<file path="src/rtl/axi4_id_remapper.sv">
// ---------------------------------------------------------------------------
// axi4_id_remapper
//   Compacts a wide upstream AXI4 ID space onto a narrow downstream one via
//   tracked allocation tables (one for reads, one for writes). Each slot
//   records the owning upstream ID and the number of outstanding bursts, so
//   responses get their original ID back from the table and per-ID ordering
//   is kept (one ID never occupies two slots at once).
//   All outputs are combinational from inputs and table state.
//
// Ports
//   clock, reset (async, active-low)
//   in_ar_* / out_ar_*  read address, upstream -> downstream, ID remapped
//   in_aw_* / out_aw_*  write address, upstream -> downstream, ID remapped
//   in_w_*  / out_w_*   write data, pure wire-through
//   out_r_* / in_r_*    read data, downstream -> upstream, ID restored
//   out_b_* / in_b_*    write response, downstream -> upstream, ID restored
//   err_sticky          protocol error flag (only with AXI4_ID_REMAP_CHECK_EN)
//
// Configuration
//   AXI4_ID_REMAP_CHECK_EN : when defined, adds err_sticky, set by a response
//   to a slot with no outstanding bursts; cleared only by reset.
// ---------------------------------------------------------------------------

// One allocation table: slot choice for new requests, bookkeeping of
// outstanding bursts, and ID lookup for responses.
module axi4_id_remap_table #(
  parameter int IN_ID_W  = 6,
  parameter int OUT_ID_W = 2,
  parameter int MAX_OUT  = 4
) (
  input  logic                clock,
  input  logic                reset,
  input  logic                req_valid,
  input  logic [IN_ID_W-1:0]  req_id,
  input  logic                req_fire,
  output logic                acc_ok,
  output logic [OUT_ID_W-1:0] acc_slot,
  input  logic                rsp_retire,
  input  logic [OUT_ID_W-1:0] rsp_slot,
  output logic [IN_ID_W-1:0]  rsp_id
`ifdef AXI4_ID_REMAP_CHECK_EN
  ,
  input  logic                rsp_fire,
  output logic                rsp_err
`endif
);
  localparam int N  = 2**OUT_ID_W;
  localparam int CW = $clog2(MAX_OUT + 1);
  localparam logic [CW-1:0] CNT_MAX  = CW'(MAX_OUT);
  localparam logic [CW-1:0] CNT_ONE  = CW'(1);
  localparam logic [CW-1:0] CNT_ZERO = {CW{1'b0}};

  logic [N-1:0]               vld_q, vld_d;
  logic [N-1:0][IN_ID_W-1:0]  id_q, id_d;
  logic [N-1:0][CW-1:0]       cnt_q, cnt_d;
  logic                       lock_q, lock_d;
  logic [OUT_ID_W-1:0]        lock_slot_q, lock_slot_d;

  logic                       hit_s, free_s, inc_s, dec_s;
  logic [OUT_ID_W-1:0]        hit_slot_s, free_slot_s;

  // Find the slot owned by req_id and the lowest-index free slot.
  always_comb begin
    hit_s       = 1'b0;
    hit_slot_s  = {OUT_ID_W{1'b0}};
    free_s      = 1'b0;
    free_slot_s = {OUT_ID_W{1'b0}};
    // Descending scan: the last free slot written is the lowest index.
    for (int i = N-1; i >= 0; i--) begin
      if (vld_q[i] && (id_q[i] == req_id)) begin
        hit_s      = 1'b1;
        hit_slot_s = OUT_ID_W'(i);
      end else if (!vld_q[i]) begin
        free_s      = 1'b1;
        free_slot_s = OUT_ID_W'(i);
      end else begin
      end
    end
  end

  // Accept decision. A request already presented downstream keeps its slot
  // until it fires, so a retire elsewhere cannot change out_*_id mid-handshake;
  // the locked slot stays usable because only this channel allocates.
  always_comb begin
    acc_ok   = 1'b0;
    acc_slot = {OUT_ID_W{1'b0}};
    if (lock_q) begin
      acc_ok   = 1'b1;
      acc_slot = lock_slot_q;
    end else if (hit_s) begin
      acc_ok   = (cnt_q[hit_slot_s] != CNT_MAX);
      acc_slot = hit_slot_s;
    end else begin
      acc_ok   = free_s;
      acc_slot = free_slot_s;
    end
    lock_d      = req_valid & acc_ok & ~req_fire;
    lock_slot_d = acc_slot;
  end

  // Response side: ID restore and optional error detection.
  assign rsp_id = id_q[rsp_slot];
`ifdef AXI4_ID_REMAP_CHECK_EN
  assign rsp_err = rsp_fire & (cnt_q[rsp_slot] == CNT_ZERO);
`endif

  // Table next state: accept increments, last-beat retire decrements
  // (saturating at zero); both on one slot leave it unchanged and valid.
  always_comb begin
    vld_d = vld_q;
    id_d  = id_q;
    cnt_d = cnt_q;
    inc_s = 1'b0;
    dec_s = 1'b0;
    for (int i = 0; i < N; i++) begin
      inc_s = req_fire & (acc_slot == OUT_ID_W'(i));
      dec_s = rsp_retire & (rsp_slot == OUT_ID_W'(i)) & (cnt_q[i] != CNT_ZERO);
      if (inc_s && !dec_s) begin
        cnt_d[i] = cnt_q[i] + CNT_ONE;
        vld_d[i] = 1'b1;
        id_d[i]  = req_id;
      end else if (!inc_s && dec_s) begin
        cnt_d[i] = cnt_q[i] - CNT_ONE;
        vld_d[i] = (cnt_q[i] != CNT_ONE);
      end else if (inc_s && dec_s) begin
        vld_d[i] = 1'b1;
        id_d[i]  = req_id;
      end else begin
      end
    end
  end

  // Table and slot-lock registers.
  always_ff @(posedge clock or negedge reset) begin
    if (!reset) begin
      vld_q       <= {N{1'b0}};
      id_q        <= '0;
      cnt_q       <= '0;
      lock_q      <= 1'b0;
      lock_slot_q <= {OUT_ID_W{1'b0}};
    end else begin
      vld_q       <= vld_d;
      id_q        <= id_d;
      cnt_q       <= cnt_d;
      lock_q      <= lock_d;
      lock_slot_q <= lock_slot_d;
    end
  end
endmodule

module axi4_id_remapper #(
  parameter int IN_ID_W  = 6,
  parameter int OUT_ID_W = 2,
  parameter int MAX_OUT  = 4,
  parameter int AR_PW    = 64,
  parameter int AW_PW    = 64,
  parameter int R_PW     = 67,
  parameter int B_PW     = 2,
  parameter int W_DW     = 64,
  parameter int W_SW     = W_DW / 8
) (
  input  logic                clock,
  input  logic                reset,
  input  logic                in_ar_valid,
  output logic                in_ar_ready,
  input  logic [IN_ID_W-1:0]  in_ar_id,
  input  logic [AR_PW-1:0]    in_ar_payload,
  output logic                out_ar_valid,
  input  logic                out_ar_ready,
  output logic [OUT_ID_W-1:0] out_ar_id,
  output logic [AR_PW-1:0]    out_ar_payload,
  input  logic                in_aw_valid,
  output logic                in_aw_ready,
  input  logic [IN_ID_W-1:0]  in_aw_id,
  input  logic [AW_PW-1:0]    in_aw_payload,
  output logic                out_aw_valid,
  input  logic                out_aw_ready,
  output logic [OUT_ID_W-1:0] out_aw_id,
  output logic [AW_PW-1:0]    out_aw_payload,
  input  logic                in_w_valid,
  output logic                in_w_ready,
  input  logic [W_DW-1:0]     in_w_data,
  input  logic [W_SW-1:0]     in_w_strb,
  input  logic                in_w_last,
  output logic                out_w_valid,
  input  logic                out_w_ready,
  output logic [W_DW-1:0]     out_w_data,
  output logic [W_SW-1:0]     out_w_strb,
  output logic                out_w_last,
  input  logic                out_r_valid,
  output logic                out_r_ready,
  input  logic [OUT_ID_W-1:0] out_r_id,
  input  logic                out_r_last,
  input  logic [R_PW-1:0]     out_r_payload,
  output logic                in_r_valid,
  input  logic                in_r_ready,
  output logic [IN_ID_W-1:0]  in_r_id,
  output logic                in_r_last,
  output logic [R_PW-1:0]     in_r_payload,
  input  logic                out_b_valid,
  output logic                out_b_ready,
  input  logic [OUT_ID_W-1:0] out_b_id,
  input  logic [B_PW-1:0]     out_b_payload,
  output logic                in_b_valid,
  input  logic                in_b_ready,
  output logic [IN_ID_W-1:0]  in_b_id,
  output logic [B_PW-1:0]     in_b_payload
`ifdef AXI4_ID_REMAP_CHECK_EN
  ,
  output logic                err_sticky
`endif
);
  logic ar_acc_ok_s, ar_fire_s, aw_acc_ok_s, aw_fire_s;
  logic r_fire_s, r_retire_s, b_fire_s;

  // Address channels: valid/ready gated by the accept decision only.
  assign out_ar_valid   = in_ar_valid & ar_acc_ok_s;
  assign in_ar_ready    = out_ar_ready & ar_acc_ok_s;
  assign ar_fire_s      = in_ar_valid & out_ar_ready & ar_acc_ok_s;
  assign out_ar_payload = in_ar_payload;
  assign out_aw_valid   = in_aw_valid & aw_acc_ok_s;
  assign in_aw_ready    = out_aw_ready & aw_acc_ok_s;
  assign aw_fire_s      = in_aw_valid & out_aw_ready & aw_acc_ok_s;
  assign out_aw_payload = in_aw_payload;

  // Write data is untouched.
  assign out_w_valid = in_w_valid;
  assign in_w_ready  = out_w_ready;
  assign out_w_data  = in_w_data;
  assign out_w_strb  = in_w_strb;
  assign out_w_last  = in_w_last;

  // Response channels: handshake and payload pass straight through.
  assign in_r_valid   = out_r_valid;
  assign out_r_ready  = in_r_ready;
  assign in_r_last    = out_r_last;
  assign in_r_payload = out_r_payload;
  assign r_fire_s     = out_r_valid & in_r_ready;
  assign r_retire_s   = r_fire_s & out_r_last;
  assign in_b_valid   = out_b_valid;
  assign out_b_ready  = in_b_ready;
  assign in_b_payload = out_b_payload;
  assign b_fire_s     = out_b_valid & in_b_ready;

`ifdef AXI4_ID_REMAP_CHECK_EN
  logic rd_err_s, wr_err_s, err_q, err_d;
`endif

  axi4_id_remap_table #(.IN_ID_W(IN_ID_W), .OUT_ID_W(OUT_ID_W), .MAX_OUT(MAX_OUT)) u_rd_tab (
    .clock(clock), .reset(reset),
    .req_valid(in_ar_valid), .req_id(in_ar_id), .req_fire(ar_fire_s),
    .acc_ok(ar_acc_ok_s), .acc_slot(out_ar_id),
    .rsp_retire(r_retire_s), .rsp_slot(out_r_id), .rsp_id(in_r_id)
`ifdef AXI4_ID_REMAP_CHECK_EN
    , .rsp_fire(r_fire_s), .rsp_err(rd_err_s)
`endif
  );

  axi4_id_remap_table #(.IN_ID_W(IN_ID_W), .OUT_ID_W(OUT_ID_W), .MAX_OUT(MAX_OUT)) u_wr_tab (
    .clock(clock), .reset(reset),
    .req_valid(in_aw_valid), .req_id(in_aw_id), .req_fire(aw_fire_s),
    .acc_ok(aw_acc_ok_s), .acc_slot(out_aw_id),
    .rsp_retire(b_fire_s), .rsp_slot(out_b_id), .rsp_id(in_b_id)
`ifdef AXI4_ID_REMAP_CHECK_EN
    , .rsp_fire(b_fire_s), .rsp_err(wr_err_s)
`endif
  );

`ifdef AXI4_ID_REMAP_CHECK_EN
  // Sticky error accumulation.
  always_comb begin
    err_d = err_q | rd_err_s | wr_err_s;
  end

  // Error flag register, cleared only by reset.
  always_ff @(posedge clock or negedge reset) begin
    if (!reset) begin
      err_q <= 1'b0;
    end else begin
      err_q <= err_d;
    end
  end

  assign err_sticky = err_q;
`endif
endmodule

</file>
<file path="config.mk">
export PLATFORM = sky130hd
export DESIGN_NAME = axi4_id_remapper
export DESIGN_NICKNAME = d
export VERILOG_FILES = /design/src/rtl/axi4_id_remapper.sv
export SDC_FILE = /design/constraint.sdc
export NUM_CORES = 1
export LEC_CHECK = 0
export CAP_MARGIN = 10
export CORE_AREA = 8 8 225 227
export DETAILED_ROUTE_END_ITERATION = 12
export DIE_AREA = 0 0 233 235
export PLACE_DENSITY = 0.46
export SLEW_MARGIN = 15
export SYNTH_ARGS = -nofsm -noshare
export SYNTH_HDL_FRONTEND = slang
export SYNTH_SLANG_ARGS = --single-unit
</file>
<file path="constraint.sdc">
create_clock -name clock -period 8.28 [get_ports clock]
set_input_delay 1.242 -clock clock [delete_from_list [all_inputs] [get_ports clock]]
set_output_delay 1.242 -clock clock [all_outputs]
set_load 0.02 [all_outputs]
</file>
==> qor.yml, run 1 <==
run_status:
  status: "completed"
floorplanning:
  io_pins: 596
  start_util: 0.169
  rows: 80
  fp.coreArea_um2: 47100
  die-height_um: 235
  die-area_um2: 54800
  die_x_um: 233
layout:
  fin_cells: 1165
  multi_input_area_um2: 3470
  area_delta_synth_final_pct: -7.99
  fill_cells: 5258
  nets: 901
  drive_gt1_frac: 0.205
  post-route-util: 0.156
  antennaDiodeCount: 0
  seqCellArea_um2: 2150
grt:
  first_global_vias: 4535
  grt_max_degree: 68
  grt_antenna_before_repair: 0
  grt_usage: 0.0833
  grt_first_pass_wirelength_um: 32900
  grt-ovfl-total: 0
routing:
  drc: 0
  first_pass_iters: 4
  viasPerCell: 3.58
  final_antenna_net_count: 0
  drt-initial-drc-count: 217
  wl_per_cell_um: 19.9
  routed_wl_um: 23200
  vias: 4173
sta:
  hold_viol_final: 0
  drv_slew: 0
  post-route-min-period_ns: 5.61
  clock.fmax_ghz: 0.178
  fin_setup_tns_ns: 0
  worst_slew_pin_slew_ns: 0.916
  rsz0062_at_grt: "no"
  finalSetupViolCount: 0
  period_share: 0.677
  timing.clock.skew_ns: 0.00855
  relSlewSlack: 0.390
synthesis:
  yosysTopAreaCell: "dfrtp_1"
  ys.flop_type: "dfrtp_1"
  synth_nets: 1129
  synth_top_area_frac: 0.269
  synth.area.top_cells: "dfrtp_1 (27%), buf_4 (26%), ha_1 (8.8%), xnor2_1 (6.1%), mux2_2 (5.4%)"
  synth_seq_cells: 86
  yosys_warnings: 0
  netlist_area_um2: 7990
  ys_types: 49
  syn_inst: 774
  yosysSeqAreaShare: 0.269
  postSynth.asyncResetShare: 1.00
  synth_edf_count: 0
  syn_area_per_cell_um2: 10.3
critical_path:
  path_class: "in2out"
  worst-path-max-fanout: 8
  end_kind: "output port"
  cp_cell_sequence: "clkdlybuf4s50_1 > xnor2_1 > nand3_1 > or3_4 > mux2_4 > a211o_1 > a31oi_4 > inv_1 > clkdlybuf4s50_1"
  rr_worst_depth: 11
  cpMaxStageDelayCell: "clkdlybuf4s50_1"
  critPathMaxStageDelay_ns: 0.59
  r2r_slack_ns: 4.64
  arrival_ns: 4.37
  cpMostUsedCell: "clkdlybuf4s50_1"
  worstPathRequired_ns: 7.04
  crit_path_start_kind: "input port"
power:
  power_leakage_nw: 2.88
  powerDensity_nw_per_um2: 332
  ir_worst_vdd_uv: 155
cts:
  cts_buffer_depth: 2
  cts_setup_buffers: 0
  worst_skew_pair.late_latency_ns: 0.36
  cts.clk_slew.worst_paths_ns: 0.06
  cts_resized: 0
  cts_sinks: 86
  root_buffer: "clkbuf_16"
  cts_buffers: 9
  cts_tree: "yes"
  htree_num_levels: 3
  cts_hold_buf: 0
hold_path:
  hp-class: "reg2reg"
  hold_path_depth: 1
placed_design:
  gp_congestion: 0.751
  portBuffers: 51
  place_inst: 1150
  hpwl_um: 18900
flow_run:
  cap_viol_max_count: 0
-- where the power goes --
part,switching (mW),internal (mW),total (mW)
registers,0.197,0.618,0.816
logic,0.601,0.650,1.25
clock network,0.174,0.201,0.375
total,0.972,1.47,2.44
-- stage by stage --
step	hold slack (ns)	total power, mW	setup slack, ns	cell area (µm²)
after global placement	0.463	2.08	2.72	7090
after CTS	0.476	2.49	2.66	7350
after floorplan	0.445	1.90	3.89	7990
after detailed placement	0.465	2.09	2.69	7090
after global routing	0.510	2.64	2.50	7350
final	0.472	2.44	2.67	7350
-- cells in the final DEF, fill, tap and decap left out, types with 5 or more instances in the layout --
cell,synthesis,final
dfrtp_1,86,86
xnor2_1,56,56
ha_1,56,56
clkdlybuf4s50_1,0,50
inv_1,45,45
mux2_2,38,38
nand2_1,26,26
mux2_4,25,25
xor2_1,16,16
nand3_1,14,14
o21ai_0,13,13
nor2_1,12,12
mux4_2,12,12
nand4_1,10,10
clkbuf_16,0,9
a21oi_1,6,6
nand2b_1,5,5
-- layer usage --
layer	global-route usage	vias to the layer above	wire, µm
li1	-	1820	-
met1	0.0810	1943	7970
met2	0.126	323	10500
met3	0.0600	85	3500
met4	0.0484	2	1220
met5	0.0101	-	62
-- path summary, 6_finish.rpt --
check | start | endpoint
min reg2reg | u_rd_tab.cnt_q[5] | u_rd_tab.cnt_q[5]
max | in_aw_id[3] | out_aw_valid
max reg2reg | u_rd_tab.id_q[14] | u_rd_tab.cnt_q[5]
max in group asynchronous | reset | u_rd_tab.vld_q[3]
min in group asynchronous | reset | u_wr_tab.id_q[23]
min | u_rd_tab.cnt_q[5] | u_rd_tab.cnt_q[5]
-- logic make-up (layout without fill, tap and decap cells) --
family,after synthesis,in the layout,synth area share
xor gates and xnor gates,72,72,0.0789
adders and majority gates,56,56,0.0877
muxes,79,79,0.139
DFF,86,86,0.269
buffers and inverters,338,114,0.296
and+or+nand+nor,107,107,0.0899
AOI/OAI and AO/OA,36,36,0.0385
-- synthesized netlist by cell type (3+ instances only) --
cell type	number
a211o_1	3
a21oi_1	6
buf_2	3
buf_4	281
buf_6	5
clkbuf_1	4
dfrtp_1	86
ha_1	56
inv_1	45
mux2_2	38
mux2_4	25
mux2i_1	4
mux4_2	12
nand2_1	26
nand2b_1	5
nand3_1	14
nand4_1	10
nand4bb_1	3
nor2_1	12
nor3_1	3
nor4_1	3
nor4b_4	4
o21ai_0	13
or4_1	4
xnor2_1	56
xor2_1	16
-- worst max-delay path: cells and delay by family --
family / cells / cell delay [ns]
buffers and inverters: 3 / 1.22
XOR/XNOR: 1 / 0.30
multiplexers: 1 / 0.31
AND/OR/NAND/NOR: 2 / 0.57
AO/OA/AOI/OAI: 2 / 0.72
-- layout make-up --
type / instances / area share
tap: 615 / 0.105
clock buffer: 11 / 0.0317
timing repair buffer: 54 / 0.0722
clock inverter: 4 / 0.00340
sequential: 86 / 0.293
inverter: 45 / 0.0230
multi-input combinational: 350 / 0.472
-- state kept, by name, summed over array words and instances, names as in the netlist --
register	flops
u_rd_tab.id_q	24
u_wr_tab.id_q	24
u_rd_tab.cnt_q	12
u_wr_tab.cnt_q	12
u_rd_tab.vld_q	4
u_wr_tab.vld_q	4
u_rd_tab.lock_slot_q	2
u_wr_tab.lock_slot_q	2
u_rd_tab.lock_q	1
u_wr_tab.lock_q	1
(Power assumes the default switching activity.)
==> inputs of run 2 (changes only) <==
--- a/config.mk
+++ b/config.mk
@@ -6,10 +6,10 @@
 export NUM_CORES = 1
 export LEC_CHECK = 0
 export CAP_MARGIN = 10
-export CORE_AREA = 8 8 225 227
+export CORE_AREA = 8 8 228 230
 export DETAILED_ROUTE_END_ITERATION = 12
-export DIE_AREA = 0 0 233 235
-export PLACE_DENSITY = 0.46
+export DIE_AREA = 0 0 236 238
+export PLACE_DENSITY = 0.47
 export SLEW_MARGIN = 15
 export SYNTH_ARGS = -nofsm -noshare
 export SYNTH_HDL_FRONTEND = slang
==> constraint.sdc (replaced) <==
create_clock -name clock -period 5 [get_ports clock]
set_input_delay 0.75 -clock clock [delete_from_list [all_inputs] [get_ports clock]]
set_output_delay 0.75 -clock clock [all_outputs]
set_load 0.02 [all_outputs]
==> qor.yml, run 2 (synthesis results as in run 1) <==
sta:
  fin_setup_tns_ns: 0
  rsz0062_at_grt: "no"
  worst_slew_pin_slew_ns: 0.794
  timing.clock.skew_ns: 0.0101
  relSlewSlack: 0.467
  clock.fmax_ghz: 0.216
  worst_slack_ns: 0.371
  post-route-min-period_ns: 4.63
  period_share: 0.926
  hold_viol_final: 0
  drv_slew: 0
  finalSetupViolCount: 0
  hold_slack_ns: 0.395
layout:
  layout_commonest_cell: "dfrtp_1"
  most-common-layout-cells: "dfrtp_1 (86), xnor2_1 (56), ha_1 (56), clkdlybuf4s50_1 (50), inv_1 (45)"
  fin_cells: 1180
  drive_gt1_frac: 0.220
  largest_registers: "u_rd_tab.id_q x24, u_wr_tab.id_q x24"
  area_delta_synth_final_pct: -6.12
  post-route-util: 0.155
  design_area_um2: 7500
  antennaDiodeCount: 0
  nets: 908
grt:
  grt_usage: 0.0805
  grt_max_degree: 45
  grt-ovfl-total: 0
  grt_antenna_before_repair: 1
  first_global_vias: 4550
  grt_first_pass_wirelength_um: 33300
power:
  ir_worst_vdd_uv: 323
  powerDensity_nw_per_um2: 567
  finalPower_mw: 4.25
  power_leakage_nw: 2.97
placed_design:
  gp_congestion: 0.763
  place_inst: 1164
  dp_slack_ns: 0.392
  hpwl_um: 18800
  portBuffers: 51
  placedInstanceArea_um2: 7150
cts:
  root_buffer: "clkbuf_16"
  htree_num_levels: 3
  worst_skew_pair.late_latency_ns: 0.37
  cts.clk_slew.worst_paths_ns: 0.06
  cts_setup_buffers: 0
  cts_tree: "yes"
  cts_buffers: 9
  cts_hold_buf: 0
  cts_sinks: 86
  cts_buffer_depth: 2
  cts_resized: 0
routing:
  viasPerCell: 3.54
  wl_per_cell_um: 19.5
  final_antenna_net_count: 0
  drc: 0
  drt-initial-drc-count: 228
  routed_wl_um: 23000
  first_pass_iters: 4
  vias: 4176
critical_path:
  critPathTopFamily: "buffers and inverters"
  cpMaxStageDelayCell: "clkdlybuf4s50_1"
  cp_cell_sequence: "clkdlybuf4s50_1 > xnor2_1 > nand3_1 > or3_4 > mux2_4 > a211o_1 > a31oi_4 > inv_1 > clkdlybuf4s50_1"
  path_class: "in2out"
  worst-path-max-fanout: 8
  end_kind: "output port"
  arrival_ns: 3.88
  cp_num_cells: 9
  critPathMaxStageDelay_ns: 0.72
  cpMostUsedCell: "clkdlybuf4s50_1"
  crit_path_start_kind: "input port"
  cp_num_buf_inv: 3
  rr_worst_depth: 11
  worstPathRequired_ns: 4.25
floorplanning:
  die_x_um: 236
  rows: 81
  fp.coreArea_um2: 48300
  io_pins: 596
  start_util: 0.165
  die-height_um: 238
  die-area_um2: 56200
run_status:
  status: "completed"
hold_path:
  hp-class: "in2async"
flow_run:
  cap_viol_max_count: 0
==> run 2: cell count changes in the layout (fill, tap and decap cells not counted), sizes merged <==
cell and change:
clkinvlp -1, clkinv -1, bufinv +3, buf +7
clkbuf -2, inv +2
==> run 2: power breakdown <==
group	leakage [nW]	switching (mW)	internal, mW
logic	1.76	0.999	1.09
registers	1.03	0.334	1.02
clock network	0.166	0.312	0.491
==> run 2: layer usage <==
metal	track usage	routed length (µm)	vias up
met2	0.122	10300	296
li1	-	-	1828
met3	0.0623	3520	92
met4	0.0401	1130	0
met1	0.0804	8040	1960
met5	0	0	-
==> run 2: final timing paths <==
path / startpoint / endpoint / slack, ns
hold / removal: reset / u_wr_tab.vld_q[1] / 0.39
setup reg to reg: u_wr_tab.id_q[14] / u_wr_tab.cnt_q[5] / 1.53
setup / recovery: in_aw_id[3] / out_aw_valid / 0.37
min in group clock: u_rd_tab.cnt_q[5] / u_rd_tab.cnt_q[5] / 0.47
max in group asynchronous: reset / u_rd_tab.cnt_q[3] / 3.58
hold reg to reg: u_rd_tab.cnt_q[5] / u_rd_tab.cnt_q[5] / 0.47
==> run 2: final cells by class <==
class	instances	area (µm²)
Clock inverter	7	120
Inverter	45	169
Fill cell	5376	40800
Multi-Input combinational cell	350	3470
Timing Repair Buffer	61	583
Sequential cell	86	2150
Tap cell	622	778
Clock buffer	9	225
==> run 2: worst reg2reg max path, cell delays in order (launching register included) <==
cell	delay [ns]
dfrtp_1	0.41
xnor2_1	0.21
nand4_1	0.14
nor4_2	0.38
mux2i_1	0.26
a211o_1	0.21
a31oi_4	0.20
nor4b_4	0.71
ha_1	0.34
mux2_2	0.35
nand2_1	0.08
xnor2_1	0.11
